===== src/rtl/pulse_req_arbiter.sv =====
// Round-robin arbiter for N raw level requesters, each filtered by a HOLD-cycle run qualifier.
// Optional forced release after TIMEOUT grant cycles when GRANT_TIMEOUT_EN is defined.
module pulse_req_arbiter #(
   parameter int N       = 4,
   parameter int HOLD    = 2,
   parameter int TIMEOUT = 15
) (
   input  logic         clk,
   input  logic         reset,
   input  logic [N-1:0] req_in,
   input  logic         done,
   output logic [N-1:0] grant,
   output logic         busy,
   output logic [N-1:0] pending,
   output logic [N-1:0] ovf,
   output logic         timeout
);

   localparam int CW = $clog2(HOLD + 1);
   localparam int LW = $clog2(N);

   typedef enum logic {IDLE, GRANT} state_t;

   state_t         state, state_next;
   logic [CW-1:0]  cnt [N];
   logic [N-1:0]   qual;
   logic [LW-1:0]  last, last_next;
   logic [N-1:0]   grant_next, grant_clear;
   logic           busy_next;
   logic           pick_valid;
   logic [LW-1:0]  pick_idx, scan_idx;

   if (N < 2 || N > 8 || HOLD < 1 || TIMEOUT < 1) begin : g_param_check
      $error("pulse_req_arbiter: parameter out of range");
   end

`ifdef GRANT_TIMEOUT_EN
   localparam int TW = $clog2(TIMEOUT + 1);
   logic [TW-1:0] tcnt, tcnt_next;
   logic          timeout_q, timeout_next;
`endif

   // Run-length qualifier: counts consecutive high samples, saturating at HOLD.
   always_ff @(posedge clk) begin
      if (reset) begin
         for (int i = 0; i < N; i++) cnt[i] <= '0;
      end else begin
         for (int i = 0; i < N; i++) begin
            if (!req_in[i])
               cnt[i] <= '0;
            else if (cnt[i] < CW'(HOLD))
               cnt[i] <= cnt[i] + CW'(1);
         end
      end
   end

   always_comb begin
      for (int i = 0; i < N; i++)
         qual[i] = req_in[i] && (cnt[i] == CW'(HOLD - 1));
   end

   // Scan downward so the channel closest after last is the one that sticks.
   always_comb begin
      pick_valid = 1'b0;
      pick_idx   = '0;
      scan_idx   = '0;
      for (int k = N; k >= 1; k--) begin
         scan_idx = LW'((int'(last) + k) % N);
         if (pending[scan_idx]) begin
            pick_valid = 1'b1;
            pick_idx   = scan_idx;
         end
      end
   end

   always_comb begin
      state_next  = state;
      grant_next  = grant;
      busy_next   = busy;
      last_next   = last;
      grant_clear = '0;
`ifdef GRANT_TIMEOUT_EN
      tcnt_next    = tcnt;
      timeout_next = 1'b0;
`endif
      case (state)
         IDLE: begin
            if (pick_valid) begin
               state_next            = GRANT;
               grant_next            = '0;
               grant_next[pick_idx]  = 1'b1;
               busy_next             = 1'b1;
               last_next             = pick_idx;
               grant_clear[pick_idx] = 1'b1;
`ifdef GRANT_TIMEOUT_EN
               tcnt_next = '0;
`endif
            end
         end
         GRANT: begin
            if (done) begin
               state_next = IDLE;
               grant_next = '0;
               busy_next  = 1'b0;
            end
`ifdef GRANT_TIMEOUT_EN
            else if (tcnt == TW'(TIMEOUT - 1)) begin
               state_next   = IDLE;
               grant_next   = '0;
               busy_next    = 1'b0;
               timeout_next = 1'b1;
            end else begin
               tcnt_next = tcnt + TW'(1);
            end
`endif
         end
         default: state_next = IDLE;
      endcase
   end

   // A same-edge qualify keeps pending set even on the channel being granted.
   always_ff @(posedge clk) begin
      if (reset) begin
         state   <= IDLE;
         grant   <= '0;
         busy    <= 1'b0;
         last    <= LW'(N - 1);
         pending <= '0;
         ovf     <= '0;
      end else begin
         state   <= state_next;
         grant   <= grant_next;
         busy    <= busy_next;
         last    <= last_next;
         pending <= (pending & ~grant_clear) | qual;
         ovf     <= ovf | (qual & pending & ~grant_clear);
      end
   end

`ifdef GRANT_TIMEOUT_EN
   always_ff @(posedge clk) begin
      if (reset) begin
         tcnt      <= '0;
         timeout_q <= 1'b0;
      end else begin
         tcnt      <= tcnt_next;
         timeout_q <= timeout_next;
      end
   end

   assign timeout = timeout_q;
`else
   assign timeout = 1'b0;
`endif

endmodule


===== config.mk =====
export PLATFORM = sky130hd
export DESIGN_NAME = pulse_req_arbiter
export DESIGN_NICKNAME = d
export VERILOG_FILES = /design/src/rtl/pulse_req_arbiter.sv
export SDC_FILE = /design/constraint.sdc
export NUM_CORES = 1
export LEC_CHECK = 0
export CORE_MARGIN = 2
export CORE_UTILIZATION = 30
export CTS_BUF_LIST = sky130_fd_sc_hd__clkbuf_2 sky130_fd_sc_hd__clkbuf_4 sky130_fd_sc_hd__clkbuf_8
export CTS_CLUSTER_DIAMETER = 100
export CTS_CLUSTER_SIZE = 24
export DETAILED_ROUTE_END_ITERATION = 10
export GPL_ROUTABILITY_DRIVEN = 1
export HOLD_SLACK_MARGIN = 0.1
export MAX_ROUTING_LAYER = met4
export PLACE_DENSITY = 0.55
export SLEW_MARGIN = 10
export SYNTH_ARGS = -nofsm -noshare
export SYNTH_HDL_FRONTEND = slang
export SYNTH_SLANG_ARGS = --single-unit

===== constraint.sdc =====
create_clock -name clk -period 1.4 [get_ports clk]
set_input_delay 0.28 -clock clk [delete_from_list [all_inputs] [get_ports clk]]
set_output_delay 0.28 -clock clk [all_outputs]
set_load 0.05 [all_outputs]

==> key figures, run 1 <==
CTS
  • Clk root buf: clkbuf_4
  • Clk pin slew, worst setup/hold paths: 0.13 ns
  • CTS H-tree lvls: 1
  • CTS tree: done
  • CTS Hold Bufs: 0
  • CTS sink cnt: 24
  • CTS buffer count: 3
  • Clock Tree Buf Depth: 2
  • Later-pin clock latency in the skew report: a little over 0.3 ns

Die
  • Die ar.: 0.00414 mm2
  • I/O pins: 21
  • Total core area: roughly 0.0034 mm2
  • Die Span X: about 64 um
  • FP Rows: 21
  • Die height: about 64 um
  • Initial Util: a little under a third

Routing
  • First-pass detailed-route iteration total: 4
  • Detail Route Antenna Nets: 0
  • Total Wirelength: between 2000 and 2500 um
  • Drt via density: between 4 and 5
  • Routed len/inst: approximately 12 um
  • Initial DRC Count: 30
  • Drc violations: 0
  • Routed vias: approximately 910

STA
  • Tmin final: ~1.5 ns
  • Slew Viols, Final: 0
  • RSZ-0062 raised after global routing: yes
  • Post-route worst setup slack: -0.111 ns
  • Fmax: approximately 0.66 GHz
  • Setup TNS: -0.987 ns
  • Final period util: 108%
  • Clk_skew: ~0.0061 ns
  • Final setup fails: 13
  • Final Hold Fails: 0

Final layout
  • Fill cells: between 300 and 400
  • Share of layout cells above drive strength 1: slightly above 40%
  • Area growth syn-to-layout: 59.7%
  • Diodes inserted: 0
  • Fin nets: 157
  • Final Util: between 50% and 60%

Status
  • Outcome: complete, but fails checks
  • Failing checks: negative setup slack

Yosys
  • Yosys Warn Count: 0
  • Top-count cell post-synth: dfxtp_1
  • Seq cells post-synth: 24
  • Async SR Flop Fraction: 0%
  • Syn Area/Cell: just under 10 um2
  • Synth top area share: between 20% and 30%
  • Post-Syn Nets: roughly 120
  • Synth area leaders: dfxtp_1 (29%), edfxtp_1 (22%), nor2_1 (5.2%)
  • Synth Cell Area: 0.00109 mm2
  • Top cells by count, synth: dfxtp_1 (16), nor2_1 (15), nand2_1 (13), edfxtp_1 (8), nand3_1 (8)
  • Synth area leader: dfxtp_1
  • Seq/Total Area, Yosys: around 50%
  • Mapped Cells: between 100 and 150
  • Number of synthesized flops with an enable pin: 8
  • Synth cell types: 35
  • Primary FF master, synth: dfxtp_1

Pwr
  • Peak supply drop: between 0.6 and 0.7 mV
  • Sw Pwr: 575 uW
  • Combinational share of power: between 30% and 40%
  • Pwr dens: slightly above 1000 mW/mm2
  • Cell Int Power: approximately 1.2 mW
  • Flop pwr share: 47.9%
  • Switching Share: between 30% and 40%
  • Lkg Pwr: around 0.67 nW
  • Clock network power share: between 10% and 20%

Critical path
  • Worst Path Required: 1.66 ns
  • Reg2Reg Launch Point: pending[1]
  • Worst R2R Path Depth: 5
  • CP Class: flop to flop
  • Crit end category: flop
  • Crit path DAT: around 1.8 ns
  • Crit path launch type: flop
  • CP Max Fanout: 5
  • Flop2flop setup slack: -0.11 ns
  • Crit Reg-Reg Endpoint: ovf[1]

Global route
  • Tot GR Track Use: 13.0%
  • Initial antenna violation count: 0
  • GR Overflow Total: 0
  • First-pass GRT wire length: approximately 4000 um
  • Largest net degree at the start of global routing: 14
  • Vias in the first global route: around 910

Place
  • IO buf count: 19
  • Routability Congestion: 0.827
  • DP HPWL: ~1800 um

Min path
  • Worst hold path type: flop to flop
  • Hold Path Depth: 2
  • Hold path start: busy
  • Min-Delay Endpoint: busy

Flow run
  • Max-cap viol count: 0
[cells by family after synthesis]
group                    after synthesis  share of synthesized area (%)
AND/OR/NAND/NOR                       43                           19.4
adder cells (fa/ha/maj)                4                           4.59
buffers and inverters                 11                           4.24
multiplexers                           2                           1.83
other                                  1                          0.344
flip-flops                            24                           51.4
AO/OA/AOI/OAI                         26                           18.2
[state kept, by name (all words and copies together) (netlist names)]
register	flops
state	1
busy	1
last	2
cnt	8
pending	4
ovf	4
grant	4
[placed cells by master (no fill, tap or decap), types with 5 or more instances in the layout]
master,synthesis,final
edfxtp_1,8,8
nand2_1,13,12
nor2_1,15,12
buf_12,0,13
inv_1,7,7
nand3_1,8,8
dfxtp_1,16,11
a21oi_1,7,5
buf_4,1,12
clkdlybuf4s50_1,0,6
[how the worst max path moves through the flow]
stage | startpoint | endpoint | slack, ns | cells after the start
CTS | pending[3] | ovf[1] | -0.1 | 5
detailed placement | last[1] | ovf[3] | -0.11 | 4
global route | pending[1] | pending[3] | -0.18 | 5
floorplan | pending[1] | ovf[1] | -0.09 | 5
finish | pending[1] | ovf[1] | -0.11 | 5
global placement | pending[1] | grant[3] | -0.10 | 4
[layer usage]
metal  part of all wire [%]  up-vias  track usage, %
met5                      0        -               -
met4                   0.81        0            4.79
met3                    2.4        2            1.58
met2                     51       11            22.4
met1                     45      431            15.5
li1                       -      464               -
[metrics by stage]
step	power [mW]	worst slack, ns	hold WS (ns)	cell area, um2	std cells
after detailed placement	1.36	-0.110	0.491	1580	184
after CTS	1.77	-0.0994	0.508	1720	191
after global placement	1.36	-0.101	0.485	1580	184
final	1.78	-0.111	0.504	1740	191
after global routing	1.87	-0.180	0.522	1740	191
after floorplan	1.15	-0.0941	0.367	1130	111
[power by group through the flow]
stage	Combinational [mW]	Clock, mW	Sequential [mW]
floorplan	0.234	0	0.915
global placement	0.502	0	0.854
detailed placement	0.508	0	0.857
CTS	0.582	0.337	0.849
global route	0.636	0.375	0.863
finish	0.597	0.329	0.851
[worst max-delay path, stage by stage, from the launching register on]
cell and delay, ns:
dfxtp_4 0.38, or4_4 0.59, nor2b_4 0.17, o211ai_4 0.11, a41oi_2 0.12, nor2_1 0.09
[cell type report]
type	count	area, um2	area share, %
Timing Repair Buffer	34	444	25.5
Inverter	7	26.3	1.51
Tap cell	46	57.6	3.30
Sequential cell	24	577	33.1
Multi-Input combinational cell	76	608	34.9
Clock buffer	4	30.0	1.72
[repair_timing]
| action | 4_1_cts | 5_1_grt |
|---|---|---|
| gates cloned | 0 | 0 |
| setup buffers | 3 | 0 |
| gates resized for setup | 14 | 7 |
| setup endpoints to repair | 14 | 15 |
| pin swaps | 8 | 10 |
| hold endpoints to repair | 0 | 0 |
No activity file was read; power rests on OpenSTA's default activity.
==> inputs of run 2 (changes only) <==
--- a/config.mk
+++ b/config.mk
@@ -13,7 +13,6 @@
 export DETAILED_ROUTE_END_ITERATION = 10
 export GPL_ROUTABILITY_DRIVEN = 1
 export HOLD_SLACK_MARGIN = 0.1
-export MAX_ROUTING_LAYER = met4
 export PLACE_DENSITY = 0.55
 export SLEW_MARGIN = 10
 export SYNTH_ARGS = -nofsm -noshare
==> run 2 against run 1 <==
Compared with the run above: the flow still finishes with violations (negative setup slack); flip-flop and latch count is the same; wire length grew 0.59%; via count grew 0.77%; non-clock buffer count grew 1; hold slack is essentially flat; first-iteration DRC count grew 10%; global-route usage shrank 0.38 points; fmax grew 0.14%; cell area grew 0.65%; register-to-register slack is essentially flat; clock-buffer cell count is the same.
==> key figures, run 2 (synthesis results as in run 1) <==
Status
  • Outcome: complete, but fails checks
  • Failing checks: negative setup slack

Routing
  • Initial DRC Count: 33
  • Routed len/inst: ~12 um
  • Drc violations: 0
  • Routed vias: 915
  • Total Wirelength: ~2400 um
  • First-pass detailed-route iteration total: 4
  • Detail Route Antenna Nets: 0
  • Drt via density: around 4.8

Final layout
  • Most common cell after layout, fill and taps aside: buf_12
  • Fin nets: approximately 160
  • Cell area after layout: about 0.0018 mm2
  • Diodes inserted: 0
  • Fill cells: 320
  • Largest reg by FF count: cnt
  • Share of layout cells above drive strength 1: between 40 and 50%
  • Commonest cells after routing, fill and taps aside: buf_12 (13), nor2_1 (12), nand2_1 (12), buf_4 (12), dfxtp_1 (11)
  • Area growth syn-to-layout: 60.8%
  • Max FFs per register: 8

Place
  • Routability Congestion: between 0.8 and 0.9
  • DP HPWL: about 1800 um
  • Placed inst area: ~0.0016 mm2
  • IO buf count: 19

CTS
  • Clock Tree Buf Depth: 2
  • Clk pin slew, worst setup/hold paths: roughly 0.13 ns
  • Later-pin clock latency in the skew report: 0.30 ns
  • CTS buffer count: 3
  • CTS sink cnt: 24
  • CTS tree: done
  • CTS H-tree lvls: 1
  • Clk root buf: clkbuf_4

Die
  • Die Span X: around 64 um
  • I/O pins: 21
  • Die ar.: ~0.0041 mm2
  • Initial Util: between 30% and 40%
  • Die height: 64.3 um
  • Total core area: 0.00342 mm2
  • FP Rows: 21

Pwr
  • Combinational share of power: about 34%
  • Sw Pwr: 574 uW
  • Flop pwr share: a little under half
  • Clock network power share: about 18%
  • Switching Share: between 30% and 40%
  • Peak supply drop: roughly 0.60 mV
  • Cell Int Power: around 1.2 mW
  • Pwr dens: 1010 mW/mm2
  • Lkg Pwr: roughly 0.68 nW

STA
  • Final Hold Fails: 0
  • Fmax: 0.663 GHz
  • Tmin final: ~1.5 ns
  • Hold_ws: a little over 0.5 ns
  • Slew Viols, Final: 0
  • RSZ-0062 raised after global routing: yes
  • Final setup fails: 13
  • Final period util: 108%
  • Post-route worst setup slack: -0.109 ns
  • Clk_skew: approximately 0.0054 ns

Global route
  • Vias in the first global route: 909
  • GR Overflow Total: 0
  • Initial antenna violation count: 0
  • First-pass GRT wire length: 4030 um
  • Tot GR Track Use: 12.6%
  • Largest net degree at the start of global routing: 14

Critical path
  • Crit path launch type: flop
  • Worst Path Required: roughly 1.7 ns
  • CP Max Fanout: 5
  • Crit path DAT: between 1.5 and 2 ns
  • Crit end category: flop
  • Crit path launch: pending[1]
  • Reg2Reg Launch Point: pending[1]
  • CP Class: flop to flop

Min path
  • Hold path start: busy
  • Worst hold path type: flop to flop

Flow run
  • Max-cap viol count: 0
[run 2: cell types whose count changed in the layout (fill, tap and decap cells not counted)]
cell   previous run  this run
buf_6             3         4
[run 2: layout make-up]
class,count,area (um2),area share [%]
Clock buffer,4,30.0,1.71
Multi-Input combinational cell,76,608,34.7
Inverter,7,26.3,1.50
Sequential cell,24,577,32.9
Tap cell,46,57.6,3.28
Timing Repair Buffer,35,455,26.0
[run 2: timing repair]
item / CTS / global route
setup buffers: 3 / 1
endpoints found under the setup margin: 14 / 15
gates resized for setup: 14 / 8
gates cloned: 0 / 0
pin swaps: 8 / 10
hold buffers: 0 / 0
[run 2: per-stage QoR]
stage | worst slack, ns | TNS (ns) | std cells | total power [mW] | util, %
finish | -0.109 | -0.950 | 192 | 1.78 | 51.4
detailed placement | -0.110 | -0.935 | 184 | 1.36 | 46.2
CTS | -0.0994 | -0.849 | 191 | 1.77 | 50.2
global placement | -0.101 | -0.657 | 184 | 1.36 | 46.2
floorplan | -0.0941 | -0.746 | 111 | 1.15 | -
global route | -0.163 | -1.78 | 192 | 1.88 | 51.4
[run 2: path summary, 6_finish.rpt]
| kind | to | slack, ns | cells past startpoint |
|---|---|---|---|
| max | ovf[1] | -0.11 | 5 |
| min reg2reg | busy | 0.50 | 2 |
| max reg2reg | ovf[1] | -0.11 | 5 |
| min | busy | 0.50 | 2 |
[run 2: power groups by stage]
stage | Clock [mW] | Combinational (mW) | Sequential [mW]
floorplan | 0 | 0.234 | 0.915
global placement | 0 | 0.502 | 0.854
detailed placement | 0 | 0.508 | 0.857
CTS | 0.337 | 0.582 | 0.849
global route | 0.372 | 0.641 | 0.863
finish | 0.328 | 0.602 | 0.850
[run 2: routing by layer]
layer  up-vias  GRT usage, %  wire (um)
met2        13          22.5       1240
met3         2          1.58         59
met5         -             0          0
met4         0          4.79         19
met1       433          15.3       1050
li1        467             -          -
[run 2: critical path, stage by stage (launching register included)]
cell,delay [ns]
dfxtp_4,0.38
or4_4,0.59
nor2b_4,0.17
o211ai_4,0.11
a41oi_2,0.12
nor2_1,0.09
